File: config.mk
export PLATFORM = sky130hd
export DESIGN_NAME = hilo_div_unit
export DESIGN_NICKNAME = d
export VERILOG_FILES = /design/src/rtl/hilo_div_unit.sv
export SDC_FILE = /design/constraint.sdc
export NUM_CORES = 1
export LEC_CHECK = 0
export BUFFER_PORTS_ARGS = -buffer_cell sky130_fd_sc_hd__buf_4
export CAP_MARGIN = 20
export CORE_ASPECT_RATIO = 0.75
export CORE_MARGIN = 2
export CORE_UTILIZATION = 30
export DETAILED_ROUTE_END_ITERATION = 7
export GPL_TIMING_DRIVEN = 0
export MAX_ROUTING_LAYER = met4
export PLACE_DENSITY = 0.44
export SETUP_SLACK_MARGIN = 0.15
export SYNTH_ARGS = -nofsm -noshare
export SYNTH_HDL_FRONTEND = slang
export SYNTH_SLANG_ARGS = --single-unit
File: constraint.sdc
create_clock -name clk -period 4 [get_ports clk]
set_input_delay 0 -clock clk [delete_from_list [all_inputs] [get_ports clk]]
set_output_delay 0 -clock clk [all_outputs]
set_load 0.005 [all_outputs]
File: src/rtl/hilo_div_unit.sv
// HI/LO register file with MTHI/MTLO writes and a WIDTH-step restoring divider (DIV/DIVU).
// Divide result lands WIDTH+1 edges after start; stall holds upstream from start request until DONE.
module hilo_div_unit #(
  parameter int WIDTH = 32
) (
  input  logic             clk,
  input  logic             rst_n,
  input  logic [1:0]       hilo_we,
  input  logic [WIDTH-1:0] wdata,
  input  logic             start_div,
  input  logic             div_signed,
  input  logic [WIDTH-1:0] opa,
  input  logic [WIDTH-1:0] opb,
  input  logic             cancel,
  output logic             stall,
  output logic [WIDTH-1:0] hi_o,
  output logic [WIDTH-1:0] lo_o
);

  typedef enum logic [1:0] {S_IDLE, S_BUSY, S_DONE} state_t;

  state_t           r_state, w_state_nx;
  logic [5:0]       r_count;
  logic [WIDTH-1:0] r_hi, r_lo;
  logic [WIDTH-1:0] r_rem, r_dvd, r_dvs;
  logic             r_qsign, r_rsign;

  logic             w_start, w_sa, w_sb, w_ge;
  logic [WIDTH-1:0] w_abs_a, w_abs_b, w_rem_nx, w_quot_fin, w_rem_fin;
  logic [WIDTH:0]   w_shift, w_diff;

  assign w_start = (r_state == S_IDLE) && start_div && !cancel;
  assign w_sa    = div_signed & opa[WIDTH-1];
  assign w_sb    = div_signed & opb[WIDTH-1];
  assign w_abs_a = w_sa ? -opa : opa;
  assign w_abs_b = w_sb ? -opb : opb;

  // Partial remainder is one bit wider after the shift, so compare at WIDTH+1 bits.
  assign w_shift  = {r_rem, r_dvd[WIDTH-1]};
  assign w_diff   = w_shift - {1'b0, r_dvs};
  assign w_ge     = (w_shift >= {1'b0, r_dvs});
  assign w_rem_nx = w_ge ? w_diff[WIDTH-1:0] : w_shift[WIDTH-1:0];

  assign w_quot_fin = r_qsign ? -r_dvd : r_dvd;
  assign w_rem_fin  = r_rsign ? -r_rem : r_rem;

  assign stall = w_start || (r_state == S_BUSY);
  assign hi_o  = r_hi;
  assign lo_o  = r_lo;

  always_ff @(posedge clk or negedge rst_n) begin
    if (!rst_n) r_state <= S_IDLE;
    else        r_state <= w_state_nx;
  end

  always_comb begin
    w_state_nx = r_state;
    case (r_state)
      S_IDLE: if (w_start) w_state_nx = (opb == '0) ? S_DONE : S_BUSY;
      S_BUSY: begin
        if (cancel)                           w_state_nx = S_IDLE;
        else if (r_count == 6'(WIDTH - 1))    w_state_nx = S_DONE;
      end
      S_DONE: w_state_nx = S_IDLE;
      default: w_state_nx = S_IDLE;
    endcase
  end

  always_ff @(posedge clk or negedge rst_n) begin
    if (!rst_n) begin
      r_count <= '0;
      r_hi    <= '0;
      r_lo    <= '0;
      r_rem   <= '0;
      r_dvd   <= '0;
      r_dvs   <= '0;
      r_qsign <= 1'b0;
      r_rsign <= 1'b0;
    end else begin
      case (r_state)
        S_IDLE: begin
          if (hilo_we[1]) r_hi <= wdata;
          if (hilo_we[0]) r_lo <= wdata;
          if (w_start) begin
            r_count <= '0;
            r_dvs   <= w_abs_b;
            if (opb == '0) begin
              // Divide by zero skips iteration and reports raw values unsigned.
              r_dvd   <= '1;
              r_rem   <= opa;
              r_qsign <= 1'b0;
              r_rsign <= 1'b0;
            end else begin
              r_dvd   <= w_abs_a;
              r_rem   <= '0;
              r_qsign <= w_sa ^ w_sb;
              r_rsign <= w_sa;
            end
          end
        end
        S_BUSY: begin
          if (!cancel) begin
            r_rem   <= w_rem_nx;
            r_dvd   <= {r_dvd[WIDTH-2:0], w_ge};
            r_count <= r_count + 6'd1;
          end
        end
        S_DONE: begin
          if (!cancel) begin
            r_hi <= w_rem_fin;
            r_lo <= w_quot_fin;
          end
        end
        default: ;
      endcase
    end
  end

endmodule

Word level (Yosys, flattened, before mapping) --
Index checks and enable logic that the tools add are counted.
Word-level totals: bits of input ports 103, output and inout port bits 65, register bits 170, logic and storage cells 70
Cells by class: reductions and logical operators 13, eq/ne operators 9, bitwise gates (word level) 3, $lt $le $gt $ge 1, mux-type cells 29, add/sub/neg operators 6
Operator list (number):
- $mux 32 | 15
- $pmux 32 s2 | 4
- $neg 32->32 | 4
- $ge 33x32->1 | 1
- $logic_not 32->1 | 1
- $sub 32x32->32 | 1
- $mux 6 | 2
- $pmux 6 s2 | 1
- $ne 2x2->1 const B | 5
- $reduce_and 3->1 | 3
- $mux 2 | 4
- $add 6x1->6 const B | 1
- $eq 6x5->1 const B | 1
- $pmux 2 s2 | 1
- $reduce_and 2->1 | 2
- $reduce_bool 2->1 | 2
- $ne 3x2->1 const B | 1
- $and 1x1->1 | 2
- $eq 2x1->1 const B | 1
- $eq 2x2->1 const B | 1
- $logic_and 1x1->1 | 2
- $logic_not 2->1 | 1
- $mux 1 | 2
- $logic_not 1->1 | 1
- other kinds (2) | 2

Logic depth before layout (Yosys ltp) --
Gate-level depths: netlist of the first run.
depth after elaboration 5, depth in mapped cells 13, depth with buffers taken out 13

Worst setup path after synthesis of the first run --
Ideal clock, no wire load.
path type reg2reg, start register r_rem[17], end register r_rem[4], slack 797 ps, arrival time 3066 ps, period minus slack after synthesis 3203 ps, required time 3863 ps, cell stages (with the launch flop) 13, cell sequence dfrtp_1 -> ha_1 -> clkbuf_1 -> a21oi_1 -> o21ai_0 -> nor2b_1 -> o41a_1 -> nor3_1 -> clkbuf_1 -> mux2i_1 -> nor2_1 -> a21oi_1 -> a21oi_1
Between the ends: cells in the longest elaborated chain, start to end 4
Ends and longest elaborated chain:
- from (decl) | RTL line 25 | logic [WIDTH-1:0] r_rem, r_dvd, r_dvs;
- from (signal assigned) | RTL line 90 | r_rem <= opa;
- from (signal assigned) | RTL line 103 | r_rem <= w_rem_nx;
- $ge 33x32->1 | RTL line 41 | assign w_ge = (w_shift >= {1'b0, r_dvs});
- $mux 32 | RTL line 42 | assign w_rem_nx = w_ge ? w_diff[WIDTH-1:0] : w_shift[WIDTH-1:0];
- $mux 32 | RTL line 102 | if (!cancel) begin
- $pmux 32 s2 | RTL line 80 | case (r_state)
Every way passes these cells. The select of a mux whose other input is x is not followed. A chain may end at the register's enable or synchronous reset.

Final worst setup path of the first run --
start register r_rem[21], end register r_rem[0]
The elaborated chain is that of the path after synthesis.

==> results of run 1 <==
[worst paths after layout]
path	endpoint	depth (start not counted)
worst max-delay path	r_rem[0]$_DFFE_PN0P_	13
min in group asynchronous	r_rem[2]$_DFFE_PN0P_	2
worst max register to register	r_rem[0]$_DFFE_PN0P_	13
max in group asynchronous	lo_o[20]$_DFFE_PN0P_	3
worst min register to register	r_dvs[2]$_DFFE_PN0P_	2
worst min-delay path	lo_o[1]$_DFFE_PN0P_	4
[timing repair]
action | 4_1_cts | 5_1_grt
hold buffers | 101 | 0
endpoints found under the hold margin | 219 | 0
gates cloned | 0 | 0
setup endpoints to repair | 26 | 28
gates resized for setup | 4 | 11
setup buffers | 0 | 3
pin swaps | 0 | 1
[per-stage QoR]
| stage | setup TNS (ps) | cell area (um^2) | hold WS, ps | power (mW) |
|---|---|---|---|---|
| 2_1_floorplan | 0 | 12000 | -296 | 6.38 |
| 3_3_place_gp | -11150 | 13900 | 218 | 8.41 |
| 3_5_place_dp | -700 | 13900 | 88.9 | 8.44 |
| 4_1_cts | 0 | 15500 | 2.25 | 10.2 |
| 5_1_grt | 0 | 15500 | 32.0 | 11.1 |
| 6_report | 0 | 15500 | -4.30 | 10.3 |
[layer usage]
metal  up-vias  track usage  wire (um)
li1       5893            -          -
met1      6189        0.376      25200
met2       320        0.353      21100
met3        20       0.0375       2670
met4         0       0.0385        407
met5         -            -          0
[sequential cells by signal, summed over array words and instances, names as in the netlist]
name / cells
lo_o: 32
r_rem: 32
r_state: 2
r_rsign: 1
hi_o: 32
r_dvd: 32
r_count: 6
r_qsign: 1
r_dvs: 32
[cells in the mapped netlist (5+ instances only)]
| cell | instances | area, um^2 |
|---|---|---|
| sky130_fd_sc_hd__nor2_1 | 192 | 721 |
| sky130_fd_sc_hd__a21oi_1 | 132 | 661 |
| sky130_fd_sc_hd__clkbuf_1 | 75 | 282 |
| sky130_fd_sc_hd__or4_1 | 11 | 82.6 |
| sky130_fd_sc_hd__nor4_1 | 13 | 81.3 |
| sky130_fd_sc_hd__xnor2_1 | 86 | 753 |
| sky130_fd_sc_hd__nand2_1 | 166 | 623 |
| sky130_fd_sc_hd__o21ai_0 | 124 | 621 |
| sky130_fd_sc_hd__ha_1 | 37 | 463 |
| sky130_fd_sc_hd__nand4_1 | 13 | 81.3 |
| sky130_fd_sc_hd__o22ai_1 | 16 | 100 |
| sky130_fd_sc_hd__o41ai_1 | 14 | 123 |
| sky130_fd_sc_hd__a31oi_1 | 12 | 75.1 |
| sky130_fd_sc_hd__a211oi_1 | 10 | 75.1 |
| sky130_fd_sc_hd__o21bai_1 | 6 | 45.0 |
| sky130_fd_sc_hd__a21o_1 | 20 | 150 |
| sky130_fd_sc_hd__o21a_1 | 5 | 37.5 |
| sky130_fd_sc_hd__buf_1 | 8 | 30.0 |
| sky130_fd_sc_hd__dfrtp_1 | 170 | 4250 |
| sky130_fd_sc_hd__and2_1 | 10 | 62.6 |
| sky130_fd_sc_hd__or2_2 | 7 | 43.8 |
| sky130_fd_sc_hd__o211ai_1 | 5 | 37.5 |
| sky130_fd_sc_hd__nand3_1 | 25 | 125 |
| sky130_fd_sc_hd__a22oi_1 | 5 | 37.5 |
| sky130_fd_sc_hd__mux2i_1 | 14 | 140 |
| sky130_fd_sc_hd__nor2b_1 | 10 | 62.6 |
| sky130_fd_sc_hd__o31ai_1 | 63 | 473 |
| sky130_fd_sc_hd__nand2b_1 | 10 | 62.6 |
| sky130_fd_sc_hd__nor3_1 | 21 | 105 |
| sky130_fd_sc_hd__a221oi_1 | 20 | 175 |
| sky130_fd_sc_hd__nor3b_1 | 7 | 52.6 |
| sky130_fd_sc_hd__or3_1 | 15 | 93.8 |
| sky130_fd_sc_hd__inv_1 | 55 | 206 |
| sky130_fd_sc_hd__and3_1 | 8 | 50.1 |
| sky130_fd_sc_hd__xor2_1 | 61 | 534 |
[cells by family (layout without fill, tap and decap cells)]
| family | count (synthesis) | in the layout | share of synthesized area |
|---|---|---|---|
| mux | 18 | 18 | 0.0155 |
| fa+ha+maj | 38 | 38 | 0.0404 |
| buf+inv | 139 | 443 | 0.0436 |
| flops | 170 | 170 | 0.356 |
| simple gates | 521 | 521 | 0.199 |
| compound gates | 459 | 459 | 0.238 |
| xor+xnor | 147 | 147 | 0.108 |
[placed cells by master, fill, tap and decap left out, types with 11 or more instances in the layout]
cell,instances
sky130_fd_sc_hd__dfrtp_1,170
sky130_fd_sc_hd__buf_4,168
sky130_fd_sc_hd__o22ai_1,16
sky130_fd_sc_hd__nor4_1,12
sky130_fd_sc_hd__nand4_1,13
sky130_fd_sc_hd__dlygate4sd3_1,101
sky130_fd_sc_hd__clkbuf_16,17
sky130_fd_sc_hd__o21ai_0,124
sky130_fd_sc_hd__o31ai_1,63
sky130_fd_sc_hd__or3_1,15
sky130_fd_sc_hd__ha_1,37
sky130_fd_sc_hd__a31oi_1,12
sky130_fd_sc_hd__a21o_1,20
sky130_fd_sc_hd__xnor2_1,86
sky130_fd_sc_hd__clkbuf_1,70
sky130_fd_sc_hd__mux2i_1,14
sky130_fd_sc_hd__nor3_1,20
sky130_fd_sc_hd__or4_1,11
sky130_fd_sc_hd__nand3_1,25
sky130_fd_sc_hd__nand2_1,166
sky130_fd_sc_hd__a21oi_1,131
sky130_fd_sc_hd__inv_1,55
sky130_fd_sc_hd__a221oi_1,20
sky130_fd_sc_hd__nor2_1,190
sky130_fd_sc_hd__o41ai_1,14
sky130_fd_sc_hd__xor2_1,61
[power groups by stage]
stage	clock, mW	sequential [mW]	combinational (mW)
2_1_floorplan	0	2.81	3.58
3_3_place_gp	0	3.08	5.33
3_5_place_dp	0	3.08	5.36
4_1_cts	1.69	3.06	5.48
5_1_grt	1.75	3.14	6.20
6_report	1.66	3.05	5.56
[cell type report]
cell class | instances | area (um^2) | area share
multi-input combinational | 1183 | 7220 | 0.465
sequential | 170 | 4250 | 0.274
timing repair buffer | 272 | 2320 | 0.149
tap | 520 | 651 | 0.0419
clock buffer | 19 | 443 | 0.0285
buffer | 83 | 319 | 0.0206
inverter | 56 | 210 | 0.0135
clock inverter | 13 | 109 | 0.00701
[critical path: stages (launching register included)]
cell and delay (ps):
sky130_fd_sc_hd__dfrtp_1 470, sky130_fd_sc_hd__ha_1 310, sky130_fd_sc_hd__clkbuf_1 330, sky130_fd_sc_hd__nand4_1 320, sky130_fd_sc_hd__nor4_2 550, sky130_fd_sc_hd__a31oi_1 150
sky130_fd_sc_hd__o21ai_0 260, sky130_fd_sc_hd__nor3_4 190, sky130_fd_sc_hd__buf_4 190, sky130_fd_sc_hd__clkbuf_2 230, sky130_fd_sc_hd__nand2_1 110, sky130_fd_sc_hd__o21ai_0 120
sky130_fd_sc_hd__a221oi_1 270, sky130_fd_sc_hd__a21oi_1 70
==> results.md, run 1 <==
- Most frequently used flop master after synthesis: sky130_fd_sc_hd__dfrtp_1
- Worst-case vdd ir drop: 0.304 mV
- # diodes: 0
- Worst relative slew slack: 0.341
- Number of instances in the synthesized netlist: 1492
- Fraction of final layout cells with drive strength greater than 1: 0.131
- Net count of the finished layout: 1924
- Clock network latency to the later pin of the worst-skew pair: 460 ps
- Final period util: 0.931
- Post-Route Skew: 15.6 ps
- Worst min-delay path category: input pin to flip-flop
- Distinct cells, synth: 60
- Startpoint-to-endpoint class of the critical path: flip-flop to flip-flop
- Gate power share: 0.541
- Wire length of the first global-routing pass: approximately 75000 um
- Launch instance of the worst register-to-register path: r_rem[21]$_DFFE_PN0P_
- CTS Buffer Depth: 2
- Power density over the cells: roughly 660 nW/um^2
- Static leakage: approximately 6.5 nW
- Final Instance Count excl. Fillers: 2316
- Synthesis-stage register bit count: 170
- Synthesized area: 12000 um^2
- # clock sinks: 170
- Unrepaired setup endpoints after global routing: true
- Clock buffers created by TritonCTS: 17
- Starting DRC count in detailed routing: between 1000 and 1500
- PortBufs: 166
- Fill cell count: 4201
- Clock transition at path regs: 80 ps
- Worst min-delay path startpoint: wdata[1]
- Reg-to-reg setup timing slack: 280 ps
- Area growth, synth to finish: 29.8%
- Net load switching power: 4.88 mW
- Worst hold margin: -4.30 ps
- Largest net degree at the start of global routing: 91
- Effective utilization at floorplan: 0.304
- Fraction of the yosys area taken by sequential cells: 0.356
- Hpwl dp: 39100 um
- Total wire length after detailed routing: slightly below 50000 um
- Synth Area per Inst: 8.02 um^2
- Net switching share of the total power: 0.475
- Internal power contribution: 5.39 mW
- Portion of total power attributed to the clock network: 0.161
- Cell Rows: 63
- Dpl cells: 2180
- Total congestion overflow: 0
- Ports placed on the boundary: 168
- Slew at the pin with the worst max-slew slack: 979 ps
- Total Routing Usage GR: 0.249
- Worst setup EP type: flip-flop
- Min cycle time layout: 3720 ps
- Routed Antenna Nets: 0
- Kind of start point of the critical path: flip-flop
- Routability Congestion: 0.915
- Fmax: 269 MHz
- Root buffer selected by CTS: sky130_fd_sc_hd__clkbuf_16
- Vias per cell: around 5.4
- Ys Warns: 0
- Pre-antenna DRT Iters: 5
- Failing checks: hold timing
- Worst EP required: around 4300 ps
- Synthesized netlist net count: around 1600
- Flop pwr share: 0.297
- Total of endpoints with negative setup slack in the final report: 0
- Antenna violations before repair: 0
- Fin worst setup slack: 276 ps
- TritonCTS clock tree: yes
- Max-cap viol count: 0
- Die Footprint: 41500 um^2
- Via count: 12422
- Number of synthesized flops with an enable pin: 0
- H-tree levels: 4
- Vias in the first global route: 11937
- Status: complete, but fails checks
- Placement Setup Slack: -118 ps
- Max Transition Viols Final: 0
- CP Max Fanout: 10
- Post-layout utilization of the core: 0.394
- Drc violations: 0
- Worst setup path startpoint: r_rem[21]$_DFFE_PN0P_
- Placeable core area: between 30000 and 40000 um^2
- Async set or reset register ratio after synthesis: 1.00
- Wire per inst: 21.3 um
- Hold Violations, Final: 1
- Die boundary height: 177 um
- Overall die width: 235 um
- Crit path arrival time: 4030 ps
Note: power is estimated with default switching activity, not from simulation.
==> run 2, diff against run 1 <==
CAP_MARGIN = unset   (was 20)
PLACE_DENSITY = 0.52   (was 0.44)
clock period = 4.5 ns   (was 4 ns; I/O delays follow)
==> run 2 against run 1 <==
  * The run now ends clean
  * Non-clock buffer count shrank 6
  * Clock power decreased by 12%
  * Highest routed layer unchanged
  * Hold slack better by 4.6 ps
  * Combinational power down 14%
  * Sequential power decreased by 6.9%
  * Total power shrank 11%
==> results.md, run 2 (synthesized netlist as in run 1, its figures left out) <==
- Worst setup EP type: flip-flop
- Placeable core area: 39400 um^2
- Clock network latency to the later pin of the worst-skew pair: ~460 ps
- Min cycle time layout: 4060 ps
- Worst-case vdd ir drop: 0.336 mV
- Placement Setup Slack: about 250 ps
- Sum Neg Setup Slack: 0 ps
- Effective utilization at floorplan: 0.304
- PortBufs: 166
- Leading cell type in the layout, fill and taps excluded: sky130_fd_sc_hd__nor2_1
- Via count: 12161
- Total Routing Usage GR: 0.229
- Total wire length after detailed routing: 46100 um
- Wire per inst: 19.9 um
- Pre-antenna DRT Iters: 5
- Highest routed metal layer: met4
- Cell Rows: 63
- Post-Route Skew: between 15 and 20 ps
- Clock buffers created by TritonCTS: 17
- Final Instance Count excl. Fillers: 2310
- Worst min-delay path category: input pin to flip-flop
- Hold Violations, Final: 0
- Wire length of the first global-routing pass: slightly below 70000 um
- Die boundary height: between 150 and 200 um
- Number of setup buffers added after CTS: 0
- Total congestion overflow: 0
- Power density over the cells: 588 nW/um^2
- Fin worst setup slack: 438 ps
- Fmax: 246 MHz
- Dpl cells: about 2200
- CTS Buffer Depth: 2
- Clock transition at path regs: 80 ps
- Status: finished clean
- # clock sinks: 170
- Final period util: 0.903
- Vias per cell: between 5 and 6
- Max-cap viol count: 0
- Routability Congestion: between 0.9 and 1
- Slew at the pin with the worst max-slew slack: approximately 1400 ps
- H-tree levels: 4
- Met1 routed wirelength after detailed routing: 22500 um
- Kind of start point of the critical path: flip-flop
- Die Footprint: around 42000 um^2
- Fraction of final layout cells with drive strength greater than 1: 0.124
- Max Transition Viols Final: 0
- TritonCTS clock tree: yes
- Startpoint-to-endpoint class of the critical path: flip-flop to flip-flop
- Met2 Wirelength: 19900 um
- Routed Antenna Nets: 0
- Static leakage: 6.47 nW
- Overall die width: 235 um
- Total of endpoints with negative setup slack in the final report: 0
- Design Area, Final: 15500 um^2
- Vias in the first global route: 11691
- Worst relative slew slack: 0.0917
- Unrepaired setup endpoints after global routing: false
- CP Max Fanout: 10
- Worst hold margin: between 0.3 and 0.4 ps
- Worst EP required: 4840 ps
- Ports placed on the boundary: 168
- Crit path arrival time: 4400 ps
- Most used cells in the layout excluding fill and tap cells: 192 x sky130_fd_sc_hd__nor2_1, 170 x sky130_fd_sc_hd__dfrtp_1, 166 x sky130_fd_sc_hd__nand2_1
- Drc violations: 0
- Starting DRC count in detailed routing: roughly 1100
- Hpwl dp: 36700 um
- Area taken by flip-flops and latches: 4250 um^2
- Fill cell count: 4104
- Largest net degree at the start of global routing: around 110
- Met3 layer wire length in the routed design: 2710 um
- Antenna violations before repair: 1
- Area growth, synth to finish: 29.1%
- Placement-stage cell area: 13900 um^2
- Root buffer selected by CTS: sky130_fd_sc_hd__clkbuf_16
- Net count of the finished layout: ~1900
- Multi-input gate area: 7190 um^2
## run 2: worst max-delay path: stages, from the launching register on
cell and delay, ps:
sky130_fd_sc_hd__dfrtp_1 580, sky130_fd_sc_hd__ha_1 300, sky130_fd_sc_hd__clkbuf_1 170, sky130_fd_sc_hd__a21oi_1 240, sky130_fd_sc_hd__o21ai_0 170, sky130_fd_sc_hd__nor2b_1 170
sky130_fd_sc_hd__o41a_1 440, sky130_fd_sc_hd__nor3_2 570, sky130_fd_sc_hd__clkbuf_1 590, sky130_fd_sc_hd__mux2i_1 280, sky130_fd_sc_hd__o21ai_0 90, sky130_fd_sc_hd__a21oi_1 240
sky130_fd_sc_hd__nor2_1 80
## run 2: report_power, final
group / switching, mW / internal, mW
clock: 0.710 / 0.749
combinational: 2.81 / 1.97
sequential: 0.815 / 2.03
## run 2: final timing paths
path,from,slack (ps),endpoint,cells past startpoint
max,r_rem[17]$_DFFE_PN0P_,440,r_rem[27]$_DFFE_PN0P_,12
min,wdata[1],0.3,hi_o[1]$_DFFE_PN0P_,4
max reg2reg,r_rem[17]$_DFFE_PN0P_,440,r_rem[27]$_DFFE_PN0P_,12
min reg2reg,r_dvs[24]$_DFFE_PN0P_,480,r_dvs[24]$_DFFE_PN0P_,2
max in group asynchronous,rst_n,3480,r_dvs[24]$_DFFE_PN0P_,3
min in group asynchronous,rst_n,70,lo_o[6]$_DFFE_PN0P_,2
## run 2: layout make-up
type / instances / area share
multi-input combinational: 1183 / 0.466
sequential: 170 / 0.275
timing repair buffer: 266 / 0.147
tap: 520 / 0.0421
clock buffer: 19 / 0.0293
buffer: 83 / 0.0202
inverter: 56 / 0.0136
clock inverter: 12 / 0.00672
antenna: 1 / 0.000162
## run 2: stage by stage
| stage | total power [mW] | utilization |
|---|---|---|
| after floorplan | 5.68 | - |
| after global placement | 7.45 | 0.352 |
| after detailed placement | 7.49 | 0.353 |
| after CTS | 9.03 | 0.392 |
| after global routing | 9.75 | 0.392 |
| final | 9.09 | 0.392 |
## run 2: per-layer routing
metal | global-route usage | up-vias
li1 | - | 5888
met1 | 0.326 | 5825
met2 | 0.342 | 407
met3 | 0.0263 | 41
met4 | 0.0626 | 0
met5 | - | -
## run 2: what timing repair did
action                     in CTS  in global routing
setup endpoints to repair       0                  7
hold endpoints to repair      194                  0
resized for setup               0                  1
hold buffers                   99                  0
